$ cat src/rtl/mul_arbiter.sv
// Round-robin arbiter that lends one shared multi-cycle multiplier to two requesters.
// It has a watchdog on the multiplier's done signal. Every output is registered.
module mul_arbiter #(
    parameter int W   = 8,
    parameter int TMO = 300
) (
    input  logic           clk,
    input  logic           rst,
    input  logic           req0,
    input  logic           req1,
    input  logic [W-1:0]   a0,
    input  logic [W-1:0]   b0,
    input  logic [W-1:0]   a1,
    input  logic [W-1:0]   b1,
    output logic           gnt0,
    output logic           gnt1,
    output logic           rv0,
    output logic           rv1,
    output logic [2*W-1:0] res,
    output logic           err,
    output logic           busy,
    output logic [W-1:0]   mul_a,
    output logic [W-1:0]   mul_b,
    output logic           mul_start,
    output logic           mul_clr,
    input  logic           mul_done,
    input  logic [2*W-1:0] mul_p
);

    typedef enum logic [2:0] {
        IDLE,
        LOAD,
        WAIT,
        RESP,
        ERR
    } state_t;

    localparam logic [15:0] CNT_LAST = 16'(TMO - 1);

    state_t      state;
    logic        ptr;
    logic        owner;
    logic [15:0] cnt;

    // Winner selection: a lone request always wins, a tie goes to the pointer's side.
    logic         win;
    logic [W-1:0] win_a;
    logic [W-1:0] win_b;

    assign win   = (req0 && req1) ? ptr : req1;
    assign win_a = win ? a1 : a0;
    assign win_b = win ? b1 : b0;

    always_ff @(posedge clk) begin
        // NOTE: pulse outputs default low every cycle, and the states below raise them
        // for a single cycle. This block holds only state, so every assignment is non-blocking.
        gnt0      <= 1'b0;
        gnt1      <= 1'b0;
        rv0       <= 1'b0;
        rv1       <= 1'b0;
        res       <= '0;
        err       <= 1'b0;
        mul_start <= 1'b0;
        mul_clr   <= 1'b0;

        if (rst) begin
            state   <= IDLE;
            ptr     <= 1'b0;
            owner   <= 1'b0;
            cnt     <= '0;
            busy    <= 1'b0;
            mul_a   <= '0;
            mul_b   <= '0;
            mul_clr <= 1'b1;
        end else begin
            unique case (state)
                IDLE: begin
                    if (req0 || req1) begin
                        owner     <= win;
                        mul_a     <= win_a;
                        mul_b     <= win_b;
                        gnt0      <= ~win;
                        gnt1      <= win;
                        mul_start <= (win_a != '0) && (win_b != '0);
                        busy      <= 1'b1;
                        state     <= LOAD;
                    end
                end

                LOAD: begin
                    // A zero operand means the product is known, so the multiplier is never started.
                    if (mul_a == '0 || mul_b == '0) begin
                        rv0     <= ~owner;
                        rv1     <= owner;
                        mul_clr <= 1'b1;
                        state   <= RESP;
                    end else begin
                        cnt   <= '0;
                        state <= WAIT;
                    end
                end

                WAIT: begin
                    if (mul_done) begin
                        rv0     <= ~owner;
                        rv1     <= owner;
                        res     <= mul_p;
                        mul_clr <= 1'b1;
                        state   <= RESP;
                    end else if (cnt == CNT_LAST) begin
                        rv0     <= ~owner;
                        rv1     <= owner;
                        err     <= 1'b1;
                        mul_clr <= 1'b1;
                        state   <= ERR;
                    end else begin
                        cnt <= cnt + 16'd1;
                    end
                end

                RESP, ERR: begin
                    ptr   <= ~owner;
                    busy  <= 1'b0;
                    state <= IDLE;
                end

                default: state <= IDLE;
            endcase
        end
    end

endmodule
$ cat config.mk
export PLATFORM = sky130hd
export DESIGN_NAME = mul_arbiter
export DESIGN_NICKNAME = d
export VERILOG_FILES = /design/src/rtl/mul_arbiter.sv
export SDC_FILE = /design/constraint.sdc
export NUM_CORES = 1
export LEC_CHECK = 0
export CORE_ASPECT_RATIO = 1.25
export CORE_MARGIN = 2
export CORE_UTILIZATION = 45
export DETAILED_ROUTE_END_ITERATION = 10
export GPL_ROUTABILITY_DRIVEN = 0
export PLACE_DENSITY = 0.89
export SLEW_MARGIN = 40
export SYNTH_ARGS = -nofsm -noshare
export SYNTH_HDL_FRONTEND = slang
export SYNTH_SLANG_ARGS = --single-unit
$ cat constraint.sdc
create_clock -name clk -period 2.27 [get_ports clk]
set_input_delay 0.5675 -clock clk [delete_from_list [all_inputs] [get_ports clk]]
set_output_delay 0.5675 -clock clk [all_outputs]
set_load 0.005 [all_outputs]
* Word level (Yosys, flattened, before mapping)
Index checks and enable logic that the tools add are counted.
Storage, ports and cells: bits in registers 61, word-level logic and storage cells 77, input port bits 53
Operators by class: reductions and logical operators 19, eq/ne operators 10, bitwise operators 6, add/sub/neg operators 1, multiplexer cells 26
Operators with widths (number):
- two-way mux 16 bit | 3
- one-hot mux 16 bit (2 select lines) | 1
- adder 16 x 1 -> 16 bit (second input constant) | 1
- equality test 16 x 9 -> 1 bit (second input constant) | 1
- logical NOT 8 bit | 2
- two-way mux 8 bit | 2
- nonzero test 8 bit | 2
- two-way mux 1 bit | 12
- two-way mux 3 bit | 3
- one-hot mux 3 bit (3 select lines) | 1
- OR reduction 3 bit | 3
- != test 2 bit (second input constant) | 4
- one-hot mux 1 bit (2 select lines) | 4
- equality test 3 x 2 -> 1 bit (second input constant) | 2
- inverter 1 bit | 6
- AND reduction 2 bit | 3
- AND reduction 4 bit | 1
- nonzero test 2 bit | 2
- equality test 3 x 1 -> 1 bit (second input constant) | 1
- equality test 3 bit (second input constant) | 1
- logical NOT 3 bit | 1
- != test 3 bit (second input constant) | 1
- logical AND 1 bit | 2
- logical OR 1 bit | 2
- OR reduction 2 bit | 1

* Longest topological paths before layout
Gate-level depths: netlist (run 1).
depth in word-level cells 5, gate-level depth with buffers 7, gate-level depth less buffers 6

* Worst setup path after synthesis (run 1)
Ideal clock, no wire load.
kind reg2reg, start point reg cnt[2], end point reg cnt[15], arrival time 1.797 ns, slack 0.399 ns, cell stages (with the launch flop) 7, clock period less this slack 1.871 ns, required time 2.196 ns, buffers on the path 1, path through dfxtp_1 nand3_2 or3_1 buf_2 or4_4 o21ba_1 a31oi_1
On the way: word-level cells in the longest chain between the ends 4, elaborated cells on any way between the ends 7, classes of those cells add/sub: 1; eq/ne: 2; mux: 3; reduce/logical: 1
Ends and longest elaborated chain:
- start, declared | RTL line 43 | logic [15:0] cnt;
- start signal, assigned | RTL line 117 | cnt <= cnt + 16'd1;
- adder 16 x 1 -> 16 bit | RTL line 117
- two-way mux 16 bit | RTL line 110 | end else if (cnt == CNT_LAST) begin
- two-way mux 16 bit | RTL line 104 | if (mul_done) begin
- one-hot mux 16 bit (2 select lines) | RTL line 76 | unique case (state)
Several ways; a longest one is shown, not always the timed one. The select of a mux whose other input is x is not followed. A chain may end at the register's enable or synchronous reset.

* Worst setup path in the final report (run 1)
start point reg state[0], end point reg cnt[4]
On the way: word-level cells in the longest chain between the ends 3, elaborated cells on any way between the ends 8, classes of those cells eq/ne: 5; mux: 1; reduce/logical: 2
Ends and longest elaborated chain:
- start, declared | RTL line 40 | state_t state;
- start signal, assigned | RTL line 67 | state <= IDLE;
- start signal, assigned | RTL line 86 | state <= LOAD;
- start signal, assigned | RTL line 96 | state <= RESP;
- equality test 3 x 2 -> 1 bit or equality test 3 x 1 -> 1 bit (tied branches) | RTL line 76
- != test 2 bit (no source line) or nonzero test 2 bit (tied branches)
- AND reduction 4 bit (no source line)
Several ways; a longest one is shown, not always the timed one.

==> results of run 1 <==
-- area by class of cell --
| type | count | share of cell area, % |
|---|---|---|
| Multi-Input combinational cell | 216 | 34.6 |
| Inverter | 9 | 0.865 |
| Sequential cell | 61 | 31.3 |
| Clock inverter | 7 | 1.25 |
| Clock buffer | 9 | 3.17 |
| Tap cell | 66 | 2.11 |
| Timing Repair Buffer | 105 | 26.7 |
-- Yosys cell counts, types with 2 or more instances --
cell type | instances | area share, %
a31oi_1 | 5 | 1.2
dfxtp_1 | 61 | 46
nand2b_1 | 4 | 0.94
clkbuf_1 | 17 | 2.4
and3_1 | 19 | 4.4
a211oi_1 | 18 | 5.1
nor4b_1 | 4 | 1.3
buf_2 | 2 | 0.37
a21oi_1 | 14 | 2.6
o21ai_0 | 10 | 1.9
nand3_1 | 11 | 2.1
inv_1 | 9 | 1.3
mux2i_1 | 16 | 6.0
nor4_1 | 15 | 3.5
nor2b_1 | 3 | 0.70
nor2_1 | 32 | 4.5
or4_1 | 3 | 0.84
nor3_1 | 4 | 0.75
and4_1 | 2 | 0.66
a2111oi_0 | 2 | 0.66
or3_1 | 5 | 1.2
nand3b_1 | 2 | 0.56
o31a_1 | 2 | 0.66
nand2_1 | 21 | 2.9
-- worst max-delay path by stage --
stage,startpoint,end,depth (start not counted)
floorplan,cnt[2]$_SDFFE_PP0P_,cnt[15]$_SDFFE_PP0P_,6
global placement,a1[2],mul_start$_SDFF_PP0_,6
detailed placement,mul_done,cnt[4]$_SDFFE_PP0P_,6
CTS,state[0]$_SDFFE_PP0P_,cnt[4]$_SDFFE_PP0P_,5
global route,state[1]$_SDFFE_PP0P_,cnt[4]$_SDFFE_PP0P_,5
finish,state[0]$_SDFFE_PP0P_,cnt[4]$_SDFFE_PP0P_,5
-- per-layer routing --
| layer | part of all wire (%) | vias to the layer above | routed length, um |
|---|---|---|---|
| li1 | - | 1318 | - |
| met1 | 38 | 1196 | 2650 |
| met2 | 51 | 129 | 3540 |
| met3 | 9.0 | 16 | 628 |
| met4 | 2.2 | 0 | 153 |
| met5 | 0 | - | 0 |
-- flip-flops by register name, summed over array words and instances (netlist names), 3 cells and up --
| signal | cells |
|---|---|
| res | 16 |
| cnt | 16 |
| state | 3 |
| mul_a | 8 |
| mul_b | 8 |
-- logic make-up (layout without fill, tap and decap cells) --
family                     Yosys count  count (layout)
DFF                                 61              61
muxes                               16              16
adders and majority gates            1               1
buffers and inverters               29             130
and+or+nand+nor                    136             136
AOI/OAI and AO/OA                   63              63
-- power by group through the flow --
| stage | sequential [W] | clock [W] | combinational, W |
|---|---|---|---|
| 2_1_floorplan | 0.00125 | 0 | 0.000363 |
| 3_3_place_gp | 0.00125 | 0 | 0.000744 |
| 4_1_cts | 0.00123 | 0.000864 | 0.000766 |
| 3_5_place_dp | 0.00126 | 0 | 0.000757 |
| 6_report | 0.00123 | 0.000847 | 0.000762 |
| 5_1_grt | 0.00124 | 0.000912 | 0.000840 |
-- per-stage QoR --
stage | cells | hold WS [ps] | utilization (%) | cell area (um^2)
detailed placement | 457 | 460 | 64.6 | 3730
floorplan | 306 | 426 | - | 2670
CTS | 473 | 471 | 67.6 | 3910
global route | 473 | 495 | 67.6 | 3910
global placement | 457 | 445 | 64.6 | 3730
finish | 473 | 474 | 67.6 | 3910
==> results.md, run 1 <==
- EDFF count, synth: 0
- RSZ-0062 raised after global routing: false
- HPWL after DPL: ~5.2 mm
- Largest family of logic cells by synthesized area: simple AND/OR/NAND/NOR gates
- Worst R2R End: cnt[4]$_SDFFE_PP0P_
- Reg area: approximately 0.0012 mm^2
- Combinational cell fraction of total power: between 20% and 30%
- Yosys reg bits: between 60 and 70
- Buf+Inv Stages, Crit Path: 0
- Critical path arrival: 2410 ps
- Number of CTS-inserted buffers: 9
- Met2 GRT Util: a little under 40%
- P_sw: just under 0.0009 W
- I/O Pins: slightly above 90
- Final hold vios: 0
- Total routed wirelength: between 6 and 7 mm
- Adder-Cell Fraction of Synth Area: less than 1%
- Drt initial violations: between 100 and 150
- Grt total ovfl: 0
- Flop pwr share: a little over two fifths
- GRT Max-Usage Layer: met2
- FILL cells: 448
- Mapped Area: around 0.0027 mm^2
- Internal power: 0.00198 W
- Critical Path, Cell by Cell: or3b_2 > nor2_1 > nand2_1 > a2111oi_0 > a31o_2
- Postcts setup bufs: 0
- Critical-path top delay cell: or3b_2
- Synth Area in XOR/XNOR: 0%
- # clock sinks: 61
- Worst endpoint required time: 2560 ps
- Hold_sp: cnt[15]$_SDFFE_PP0P_
- First-pass GRT wire length: roughly 12 mm
- Reg2reg start: state[0]$_SDFFE_PP0P_
- Total die area: about 0.0066 mm^2
- Worst Hold Class: flip-flop to flip-flop
- Largest delay contributor family on the critical path: simple AND/OR/NAND/NOR gates
- Vias per std cell: 5.62
- Avg Inst Size Synth: between 8 and 9 um^2
- Max-Cap Viols: 0
- Outcome: finished, final reports clean
- Worst Skew: 6.09 ps
- Post-layout minimum cycle time: 2120 ps
- CTS resizes: 0
- Pin count of the biggest net entering global routing: 34
- Sequential fraction of the synthesis area: between 40% and 50%
- # diodes: 0
- CTS tree: yes
- Fin worst setup slack: ~150 ps
- Most used DFF post-synth: dfxtp_1
- Asr flop ratio synth: 0%
- Die height: about 90 um
- Antenna violations before repair: 0
- Multiplexer share of the synthesized area: between 5 and 6%
- Simple-gate share of the synthesized area: 27.9%
- # port buffers: slightly above 90
- Pre-CTS worst setup slack: 201 ps
- Crit-path max FO: 11
- Clk Latency, worst-skew pair: around 340 ps
- Crit start category: flip-flop
- Initial Util: 46.2%
- Multi-input logic area: about 0.0014 mm^2
- Worst vdd ir: 0.537 mV
- Setup crit end kind: flip-flop
- Number of global-route vias before repair: roughly 2600
- Layout cell share with drive strength beyond 1: 9.34%
- Tcrit/Tclk final: 93.5%
- Share of total power in the clock network: slightly below 30%
- Netlist cell types: 49
- Hold_buf cts: 0
- P_leak: ~1.5 nW
- Pre-antenna DRT Iters: 4
- WL per Instance: ~15 um
- Switch share: 30.5%
- Max Root-Sink Buffers: 2
- Critical path class: flip-flop to flip-flop
- Met3 capacity usage during global routing: about 9%
- Fmax: 0.471 GHz
- DRC Markers: 0
- Antenna-violating nets left: 0
- Hold path depth: 1
- Pwr dens: a little over 700 mW/mm^2
- Yosys warnings: 0
- Largest stage delay, worst path: 600 ps
- Row count: 31
- Met1 usage: approximately a quarter
- Compound-Gate Fraction of Synth Area: between 10% and 20%
- Nets: 456
- Core area: approximately 0.0058 mm^2
- Endpoints failing setup: 0
- Area grow syn2layout: 46.2%
- Syn Inst Count: ~300
- Most common cell after layout, fill and taps aside: clkdlybuf4s50_1
- Synth Net Count: 360
- Die X: approximately 73 um
- Reg2Reg Setup Slack: 150 ps
- DR vias: 2659
- Sum Neg Setup Slack: 0 ps
- Total power: about 0.0028 W
- R2R depth: 5
- Root buffer cell: clkbuf_8
- Worst-margin pin slew: about 540 ps
- Pins Over Slew Limit: 0
- GRT Overall Usage: 22.5%
- Slew Limit Headroom: 63.2%
- Worst-path clk slew: approximately 70 ps
- Hold Path End: cnt[15]$_SDFFE_PP0P_
- Commonest cells after routing, fill and taps aside: clkdlybuf4s50_1 (92), dfxtp_1 (61), nor2_1 (32)
- H-tree lvl count: 3
No activity file was read; power rests on OpenSTA's default activity.
==> inputs of run 2 (changes only) <==
==> constraint.sdc (replaced) <==
create_clock -name clk -period 2.27 [get_ports clk]
set_input_delay 0.454 -clock clk [delete_from_list [all_inputs] [get_ports clk]]
set_output_delay 0.454 -clock clk [all_outputs]
set_load 0.005 [all_outputs]
==> run 2 against run 1 <==
  * Sequential power about the same
  * Critical path depth did not move
  * Via count rose by 0.19%
  * Maximum frequency rose by 3.5%
  * Non-clock buffer count down 2
  * Flip-flop and latch count unchanged
  * Cell area increased by 0.83%
  * First-iteration DRC count shrank 2.4%
  * Routed wire length grew 0.69%
  * Clock-buffer cell count unchanged
  * Register-to-register slack better by 70 ps
  * Clock skew up 2.4 ps
  * Critical endpoint unchanged
  * Largest cell class unchanged
==> results.md, run 2 (synthesized netlist as in run 1, its figures left out) <==
- Root buffer cell: clkbuf_8
- CTS tree: yes
- Multi-input logic area: 0.00135 mm^2
- WL per Instance: 14.9 um
- Worst Skew: roughly 8.4 ps
- Die height: 90.2 um
- Sum Neg Setup Slack: 0 ps
- Hold_buf cts: 0
- Hold Path End: cnt[15]$_SDFFE_PP0P_
- Vias per std cell: 5.66
- Fmax: about 0.49 GHz
- Critical-path top delay cell: or3b_2
- Nets: around 450
- Setup crit end kind: flip-flop
- Final Non-Filler Cells: approximately 470
- Crit-path max FO: 13
- R2R depth: 5
- Total die area: 0.00658 mm^2
- # port buffers: 92
- Worst vdd ir: roughly 0.54 mV
- I/O Pins: 93
- Flop pwr share: 40.2%
- Antenna-violating nets left: 0
- Largest stage delay, worst path: between 500 and 600 ps
- Clk Latency, worst-skew pair: between 300 and 400 ps
- Worst R2R End: cnt[4]$_SDFFE_PP0P_
- Pin count of the biggest net entering global routing: 35
- # clock sinks: ~60
- Commonest cells after routing, fill and taps aside: clkdlybuf4s50_1 (92), dfxtp_1 (61), nor2_1 (32)
- Switch share: between 20% and 30%
- Max Root-Sink Buffers: 2
- Drt initial violations: 120
- Max-Cap Viols: 0
- Fin util: between 60% and 70%
- Most common cell after layout, fill and taps aside: clkdlybuf4s50_1
- # diodes: 0
- H-tree lvl count: 3
- First-pass GRT wire length: about 11 mm
- Grt total ovfl: 0
- Row count: 31
- Share of total power in the clock network: about a third
- Critical Path, Cell by Cell: or3b_2 > nor2_1 > nand2_1 > a2111oi_0 > a31o_2
- Antenna violations before repair: 0
- Postcts setup bufs: 0
- Combinational cell fraction of total power: about a quarter
- Worst-margin pin slew: roughly 400 ps
- Reg area: 0.00122 mm^2
- P_leak: about 1.5 nW
- Top Registers: cnt: 16 flops, res: 16 flops
- Reg2reg start: state[0]$_SDFFE_PP0P_
- Number of global-route vias before repair: between 2000 and 2500
- Worst-path clk slew: about 70 ps
- RSZ-0062 raised after global routing: false
- Endpoints failing setup: 0
- FILL cells: 456
- Internal power: about 0.0022 W
- Worst endpoint required time: between 2000 and 3000 ps
- Die X: approximately 73 um
- Pins Over Slew Limit: 0
- Number of CTS-inserted buffers: 9
- Hold_sp: cnt[15]$_SDFFE_PP0P_
- Hold path depth: 1
- Core area: around 0.0058 mm^2
- P_sw: slightly below 0.0009 W
- Critical path arrival: 2340 ps
- Total routed wirelength: between 7 and 8 mm
- Outcome: finished, final reports clean
- Final hold vios: 0
- Slew Limit Headroom: 72.6%
- Crit start category: flip-flop
- DRC Markers: 0
- Placed cell count: around 460
- Tcrit/Tclk final: 90.3%
- Post-layout minimum cycle time: between 2000 and 2500 ps
- Layout cell share with drive strength beyond 1: around 9%
- HPWL after DPL: between 5 and 6 mm
- Initial Util: 46.2%
- Critical path class: flip-flop to flip-flop
- CTS resizes: 0
- Pre-antenna DRT Iters: 4
- Worst Hold Class: flip-flop to flip-flop
- Area grow syn2layout: 47.4%
- GRT Overall Usage: roughly 22%
- DR vias: 2664
- Pwr dens: slightly below 800 mW/mm^2
- Reg2Reg Setup Slack: 220 ps
[run 2: changes by cell type in the layout (fill, tap and decap cells not counted), sizes merged]
| cell | delta |
|---|---|
| buf | -2 |
| clkinv | -1 |
| clkinvlp | -1 |
| bufinv | +2 |
[run 2: metal layers]
layer | share of wire, % | track usage, %
met1 | 38 | 23.3
met2 | 51 | 38.2
met3 | 8.8 | 8.52
met4 | 2.1 | 10.0
met5 | 0 | 0
[run 2: power groups by stage]
| stage | registers (W) | logic [W] | clock network [W] |
|---|---|---|---|
| detailed placement | 0.00126 | 0.000765 | 0 |
| CTS | 0.00123 | 0.000774 | 0.00109 |
| finish | 0.00123 | 0.000770 | 0.00107 |
| global route | 0.00124 | 0.000843 | 0.00113 |
| floorplan | 0.00125 | 0.000363 | 0 |
| global placement | 0.00125 | 0.000746 | 0 |
[run 2: critical path: cells and delay by family, from the launching register on]
family | cells | cell delay [ps]
simple gates | 3 | 1040
flops | 1 | 310
compound gates | 2 | 640
[run 2: how the worst max path moves through the flow]
| stage | from | endpoint | slack [ps] | cells past startpoint |
|---|---|---|---|---|
| after floorplan | cnt[2]$_SDFFE_PP0P_ | cnt[15]$_SDFFE_PP0P_ | 400 | 6 |
| after global placement | mul_done | cnt[4]$_SDFFE_PP0P_ | 320 | 5 |
| after detailed placement | mul_done | cnt[4]$_SDFFE_PP0P_ | 220 | 5 |
| after CTS | state[0]$_SDFFE_PP0P_ | cnt[4]$_SDFFE_PP0P_ | 240 | 5 |
| after global routing | cnt[0]$_SDFFE_PP0P_ | cnt[12]$_SDFFE_PP0P_ | 60 | 6 |
| final | state[0]$_SDFFE_PP0P_ | cnt[4]$_SDFFE_PP0P_ | 220 | 5 |
[run 2: layout make-up]
type | count | area share [%]
clock buffers | 9 | 3.14
clock inverters | 7 | 2.45
inverters | 9 | 0.858
multi-input cells | 216 | 34.3
flip-flops and latches | 61 | 31.0
well taps | 66 | 2.10
repair buffers | 103 | 26.1
[run 2: stage by stage]
step                cell area, um^2  hold WS [ps]  total power (W)  setup WS [ps]
floorplan                      2670           426          0.00162            399
global placement               3720           445          0.00200            318
detailed placement             3720           446          0.00202            217
CTS                            3940           463          0.00310            238
global route                   3940           491          0.00322           56.7
finish                         3940           468          0.00307            219
